[src/rtl/switch_pkg.sv]
// switch_pkg: shared word layout, transmitter state encoding and word packing for the switch fabric.
package switch_pkg;

    localparam int WORD_WIDTH  = 64;
    localparam int SRC_LSB     = 56;
    localparam int DEST_LSB    = 48;
    localparam int SEQ_LSB     = 32;
    localparam int PAYLOAD_LSB = 0;

    typedef enum logic [1:0] {IDLE, SEND, GAP} tx_state_t;

    function automatic logic [WORD_WIDTH-1:0] pack_word(
        input logic [7:0]  src,
        input logic [7:0]  dest,
        input logic [15:0] seq,
        input logic [31:0] payload
    );
        logic [WORD_WIDTH-1:0] w;
        w = '0;
        w[SRC_LSB +: 8]      = src;
        w[DEST_LSB +: 8]     = dest;
        w[SEQ_LSB +: 16]     = seq;
        w[PAYLOAD_LSB +: 32] = payload;
        return w;
    endfunction

endpackage

[src/rtl/switch_ingress_tx.sv]
// switch_ingress_tx: per-port burst transmitter feeding one switch ingress with tagged, sequenced words.
module switch_ingress_tx
    import switch_pkg::*;
#(
    parameter int         DATA_WIDTH = 64,
    parameter int         OUTPUT_QTY = 8,
    parameter logic [7:0] SRC_ID     = 8'd0,
    parameter int         SEQ_WIDTH  = 16,
    localparam int        DEST_WIDTH = $clog2(OUTPUT_QTY)
) (
    input  logic                  clk,
    input  logic                  reset,
    input  logic                  cmd_valid,
    output logic                  cmd_ready,
    input  logic [DEST_WIDTH-1:0] cmd_dest,
    input  logic [7:0]            cmd_len,
    input  logic [3:0]            cmd_gap,
    input  logic [31:0]           cmd_seed,
    input  logic                  pause,
    output logic                  tx_valid,
    output logic [DATA_WIDTH-1:0] tx_data,
    output logic [DEST_WIDTH-1:0] tx_dest,
    output logic                  busy,
    output logic                  done,
    output logic [31:0]           words_sent
);

    tx_state_t             state_q;
    logic [DEST_WIDTH-1:0] dest_q;
    logic [7:0]            len_q, idx_q;
    logic [3:0]            gap_q, gap_cnt_q;
    logic [31:0]           seed_q, words_q;
    logic [SEQ_WIDTH-1:0]  seq_q [OUTPUT_QTY];
    logic                  done_q, sending, emit, last;

    assign sending    = state_q == SEND;
    assign emit       = sending && !pause;
    assign last       = idx_q == len_q - 8'd1;
    assign cmd_ready  = state_q == IDLE;
    assign busy       = state_q != IDLE;
    assign done       = done_q;
    assign words_sent = words_q;
    assign tx_valid   = emit;
    // Data/dest depend only on registered state, so pause never ripples into the datapath.
    assign tx_dest    = sending ? dest_q : '0;
    assign tx_data    = sending ? DATA_WIDTH'(pack_word(SRC_ID, 8'(dest_q), 16'(seq_q[dest_q]),
                                                        seed_q + 32'(idx_q))) : '0;

    always_ff @(posedge clk) begin
        if (reset) begin
            state_q   <= IDLE;
            done_q    <= 1'b0;
            words_q   <= '0;
            dest_q    <= '0;
            len_q     <= '0;
            idx_q     <= '0;
            gap_q     <= '0;
            gap_cnt_q <= '0;
            seed_q    <= '0;
            for (int i = 0; i < OUTPUT_QTY; i++) seq_q[i] <= '0;
        end else begin
            done_q <= 1'b0;
            case (state_q)
                IDLE: if (cmd_valid) begin
                    if (cmd_len == 8'd0) done_q <= 1'b1;
                    else begin
                        dest_q  <= cmd_dest;
                        len_q   <= cmd_len;
                        gap_q   <= cmd_gap;
                        seed_q  <= cmd_seed;
                        idx_q   <= 8'd0;
                        state_q <= SEND;
                    end
                end
                SEND: if (!pause) begin
                    seq_q[dest_q] <= seq_q[dest_q] + SEQ_WIDTH'(1);
                    words_q       <= words_q + 32'd1;
                    idx_q         <= idx_q + 8'd1;
                    if (last) begin
                        state_q <= IDLE;
                        done_q  <= 1'b1;
                    end else if (gap_q != 4'd0) begin
                        state_q   <= GAP;
                        gap_cnt_q <= gap_q;
                    end
                end
                GAP: begin
                    gap_cnt_q <= gap_cnt_q - 4'd1;
                    if (gap_cnt_q == 4'd1) state_q <= SEND;
                end
                default: state_q <= IDLE;
            endcase
        end
    end

endmodule

[config.mk]
export PLATFORM = sky130hd
export DESIGN_NAME = switch_ingress_tx
export DESIGN_NICKNAME = d
export VERILOG_FILES = /design/src/rtl/switch_pkg.sv /design/src/rtl/switch_ingress_tx.sv
export SDC_FILE = /design/constraint.sdc
export NUM_CORES = 1
export LEC_CHECK = 0
export CAP_MARGIN = 20
export CORE_ASPECT_RATIO = 1.5
export CORE_MARGIN = 8
export CORE_UTILIZATION = 57
export CTS_CLUSTER_SIZE = 25
export DETAILED_ROUTE_END_ITERATION = 12
export MAX_ROUTING_LAYER = met4
export PLACE_DENSITY = 0.83
export SLEW_MARGIN = 20
export SYNTH_ARGS = -nofsm -noshare
export SYNTH_HDL_FRONTEND = slang
export SYNTH_SLANG_ARGS = --single-unit
[constraint.sdc]
create_clock -name clk -period 4.7 [get_ports clk]
set_input_delay 0.705 -clock clk [delete_from_list [all_inputs] [get_ports clk]]
set_output_delay 0.705 -clock clk [all_outputs]
set_load 0.01 [all_outputs]
---- Yosys cells after proc, flatten, opt, wreduce, memory -nomap -nowiden ----
Memories as Yosys holds them, arrays and structs flattened. A register that Yosys moved wholly into a read port is not among the register bits.
Index checks and enable logic that the tools add are counted.
storage, ports and cells
  RAM bits ................................ 128
  bits of input ports ..................... 51
  logic and storage cells ................. 76
  output and inout bits ................... 103
  memories ................................ 1
  register bits ........................... 94
cells by class
  multiplexer cells ....................... 33
  equal/unequal tests ..................... 11
  add/subtract/negate cells ............... 6
  bitwise logic cells ..................... 2
  reductions and logical operators ........ 14
memory list
  name   depth  width  read ports  clocked after memory_dff  wr ports  line                     text
  seq_q  8      16     1           1                         8         switch_ingress_tx.sv:33  logic [SEQ_WIDTH-1:0] seq_q [OUTPUT_QTY];
operators by type and width
  kind                   number
  $mux 51                1
  $add 32x1->32 const B  1
  $add 32x8->32          1
  $mux 8                 3
  $add 16x1->16 const B  1
  $mux 16                1
  $pmux 8 s2             1
  $reduce_or 16->1       1
  $mux 2                 6
  $mux 3                 4
  $mux 4                 3
  $mux 1                 11
  $ne 2x2->1 const B     5
  $add 8x1->8 const B    1
  $eq 8x8->1             1
  $logic_not 8->1        1
  $pmux 4 s2             1
  $reduce_and 4->1       2
  $sub 8x1->8 const B    1
  $pmux 2 s3             1
  $reduce_bool 2->1      3
  $reduce_and 5->1       1
  $eq 4x1->1 const B     1
  $reduce_bool 4->1      1
  12 further kinds       13

---- Depth between registers and ports, before layout ----
  word-level depth ........................ 6
  mapped depth ............................ 10
  depth with buffers taken out ............ 8

---- Worst setup path before layout ----
No wires, ideal clock.
  kind .................................... reg-to-output
  from .................................... reg idx_q[0]
  to ...................................... out tx_data[18]
  required time ........................... 3995 ps
  arrival ................................. 2544 ps
  stages on the path, launching flop included .. 11
  setup slack ............................. 1451 ps
  cells stage by stage .................... dfxtp_1 > ha_1 > fa_1 > a21o_1 > a21oi_1 > o21ai_0 > a31oi_1 > clkbuf_1 > clkbuf_1 > o21ai_0 > a21oi_1
on the way
  word-level cells in the longest chain between the ends .. 2
RTL lines
  element                 line                     text
  start, declared         switch_ingress_tx.sv:30  logic [7:0] len_q, idx_q;
  start signal, assigned  switch_ingress_tx.sv:78  idx_q <= idx_q + 8'd1;
  $add 32x8->32           switch_ingress_tx.sv:47  seed_q + 32'(idx_q))) : '0;
  $mux 51                 switch_ingress_tx.sv:46  assign tx_data = sending ? DATA_WIDTH'(pack_word(SRC_ID, 8'(dest_q), 16'(seq_q[dest_q]),
  end, declared           switch_ingress_tx.sv:21  output logic [DATA_WIDTH-1:0] tx_data,
Every way passes these cells.

---- Worst setup path after layout ----
  from .................................... reg idx_q[1]
  to ...................................... out tx_data[13]
The elaborated chain is that of the path after synthesis.

==> summary.txt <==
Outcome
  – Outcome: finished, final reports clean

Die
  – Die height: 187 µm
  – I/O Pins: 154
  – Initial Util: between 50% and 60%
  – Die width: 130 µm
  – FP Rows: 62
  – Die footprint: 24,200 µm²
  – Core box area: 19,100 µm²

Route
  – Final WL: 28.0 mm
  – WL per Instance: between 15 and 20 µm
  – DR iter-0 viols: 693
  – Antenna-violating nets left: 0
  – DR vias: 8,718
  – Drt drc: 0
  – Vias/cell: approximately 5.9
  – Router iterations before antenna repair: 5

Synthesis
  – Share of flip-flops with an asynchronous set or reset: 0%
  – Avg Inst Size Synth: 10.2 µm²
  – Yosys warns: 0
  – Synth Cell Area: 11,100 µm²
  – Synth cell types: 66
  – Most used DFF post-synth: edfxtp_1
  – Seq/Total Area, Yosys: approximately 52%
  – Post-Synthesis Cells: 1,089
  – Synth Register Bits: around 230
  – Post-synth EDFFs: 128

Worst setup path
  – Startpoint Class: flip-flop
  – Setup crit start: idx_q[1]
  – Crit. End Element: primary output
  – WP data required: 3.99 ns
  – R2R Setup Slk: 1.21 ns
  – CP Class: flip-flop to primary output
  – Critical path arrival: 3.40 ns
  – Critical Path Fanout Max: 24

Clocking
  – Later-pin clock latency in the skew report: ~0.49 ns
  – CTS clk-pin slew, worst paths: 0.06 ns
  – Clk sinks: about 230
  – Postcts setup bufs: 0
  – CTS Buf Count: 21
  – CTS HTree Levels: 1
  – PostCTS Resize Cnt: 0
  – Clock root buffer: clkbuf_16
  – Clk buf depth: 3
  – CTS tree: done
  – Cts hold-fix bufs: 0

Power and ir drop
  – Total power: 4.65 mW
  – Lkg Pwr: 4.55 nW
  – Combinational Power Share: a little over an eighth
  – Sequential Power Share: 48.1%
  – Int Pwr: approximately 3.5 mW
  – Clock power frac: between 30% and 40%
  – Sw Share: 24.4%
  – Worst vdd ir: between 0.2 and 0.3 mV
  – Pwr/cell area: 349 nW/µm²
  – Psw: 1.14 mW

Timing
  – Clk_skew: ~0.008 ns
  – Unrepaired setup endpoints after global routing: no
  – Max_slew headroom: 30.6%
  – Slew Viols, Final: 0
  – Setup violators final: 0
  – Max Fclk: between 200 and 250 MHz
  – Setup TNS: 0 ns
  – Hold slack: ~0.46 ns
  – Final Hold Fails: 0
  – Period utilization: 87.4%
  – Worst slew pin tran: roughly 1.0 ns
  – Tmin final: ~4.1 ns

Placement
  – GPL Wtd Cong: approximately 0.92
  – Port Buffers: 140
  – Placed cell count: 1,445
  – Post-detail-place hpwl: 19.1 mm

Global route
  – Total grt overflow: 0
  – Grt met1 use: 25.8%
  – Largest net degree at the start of global routing: 99
  – Vias in the first global route: 8,896
  – First-pass GRT wire length: 44.6 mm
  – Met3 global-route usage: 2.77%
  – Initial antenna violation count: 0
  – All-Layer GR Usage: 23.7%
  – M2 GR Usage: 41.3%
  – Most Used Layer, Global Route: met2

Layout
  – Layout fillers: 1,431
  – Nets: 1,278
  – Final Util: around 70%
  – Post-Layout Cell Count: 1,482
  – ANT cells: 0
  – Area grow syn2layout: 20.7%
  – Layout cells sized above 1: around 8.3%

Hold path
  – Min-Delay Path Class: flip-flop to flip-flop
  – Hold path startpoint: seed_q[2]

Job
  – MaxCap Viol Count: 0
==> cells in the final DEF, fill, tap and decap left out, types with 13 or more instances in the layout <==
master and count:
conb_1 13, xor2_1 27, or3_1 20, nor2_1 197
mux4_2 32, edfxtp_1 128, o31ai_1 13, nand3_1 26
dfxtp_1 95, inv_1 20, buf_4 20, ha_1 14
nand2_1 136, a21oi_1 87, xnor2_1 32, nand4_1 13
clkdlybuf4s50_1 139, o21ai_0 22, clkbuf_16 21, mux2i_1 13
nand2b_1 13
==> power by group through the flow <==
stage | logic, mW | clock network (mW) | registers, mW
3_3_place_gp | 0.598 | 0 | 2.27
2_1_floorplan | 0.424 | 0 | 2.24
3_5_place_dp | 0.609 | 0 | 2.28
6_report | 0.612 | 1.80 | 2.24
5_1_grt | 0.666 | 1.89 | 2.25
4_1_cts | 0.613 | 1.82 | 2.24
==> logic make-up (layout without fill, tap and decap cells) <==
logic type	after synthesis	in the layout	share of synthesized area, %
AND/OR/NAND/NOR	485	485	20.1
flip-flops	225	225	52.3
AO/OA/AOI/OAI	162	162	8.94
buffers and inverters	93	218	3.99
XOR/XNOR	60	60	4.82
multiplexers	48	48	8.00
adder cells (fa/ha/maj)	15	15	1.77
other	1	13	0.0339
==> synthesized netlist by cell type (all sizes together) (4+ instances only) <==
library cell	n	share of area [%]
a211oi	4	0.27
a21o	5	0.34
mux4	32	6.5
a31oi	4	0.23
nand2b	15	0.87
nand3b	6	0.41
a21oi	87	3.9
and3	6	0.34
a22oi	6	0.45
nand2	136	4.6
nor2b	5	0.28
and2	12	0.68
xnor2	33	2.7
xor2	27	2.1
dfxtp	97	18
or3	20	1.1
buf	27	1.8
mux2i	13	1.2
ha	14	1.6
nor3b	4	0.27
edfxtp	128	35
nor4	9	0.51
or4	13	0.92
nand4	14	0.85
o21ai	23	1.0
nand3	26	1.2
nor3	10	0.45
clkbuf	45	1.5
nor2	197	6.7
o31ai	13	0.88
inv	21	0.71
==> through the flow <==
step                      setup slack [ns]  cell area, µm²
after floorplan                       1.45           11100
final                                0.594           13300
after global routing                 0.387           13300
after detailed placement              1.16           12600
after global placement                1.24           12600
after CTS                            0.616           13300
==> flip-flops by register name (all words and copies together) (netlist names), named ones only <==
name	count
len_q	8
dest_q	3
words_sent	32
done	1
idx_q	8
seed_q	32
gap_q	4
state_q	2
gap_cnt_q	4
seq_q	128
==> routing by layer <==
layer | vias up | part of all wire [%]
li1 | 4077 | -
met1 | 4163 | 37
met2 | 381 | 52
met3 | 97 | 6.4
met4 | 0 | 4.6
met5 | - | 0
==> cell type report <==
type                       count  area [µm²]  area share, %
sequential                   225        5790           43.4
multi-input combinational    783        4890           36.6
timing repair buffer         160        1550           11.6
clock buffer                  28         552           4.14
tap                          256         320           2.40
clock inverter                 9         168           1.26
inverter                      21        78.8          0.591
==> path summary, 6_finish.rpt <==
| check | to | depth (start not counted) |
|---|---|---|
| worst min register to register | seed_q[2] | 2 |
| worst max register to register | seq_q[7][14] | 7 |
| worst min-delay path | seed_q[2] | 2 |
| worst max-delay path | tx_data[13] | 8 |
==> critical path, stage by stage (launching register included) <==
cell and delay [ns]:
dfxtp_1 0.47, ha_1 0.28, a21o_1 0.15, a21o_1 0.20, a211oi_1 0.34, o21ba_2 0.46, o311ai_0 0.21, o41ai_1 0.16
clkdlybuf4s50_1 0.63
Power figures use the tool's default switching activity.
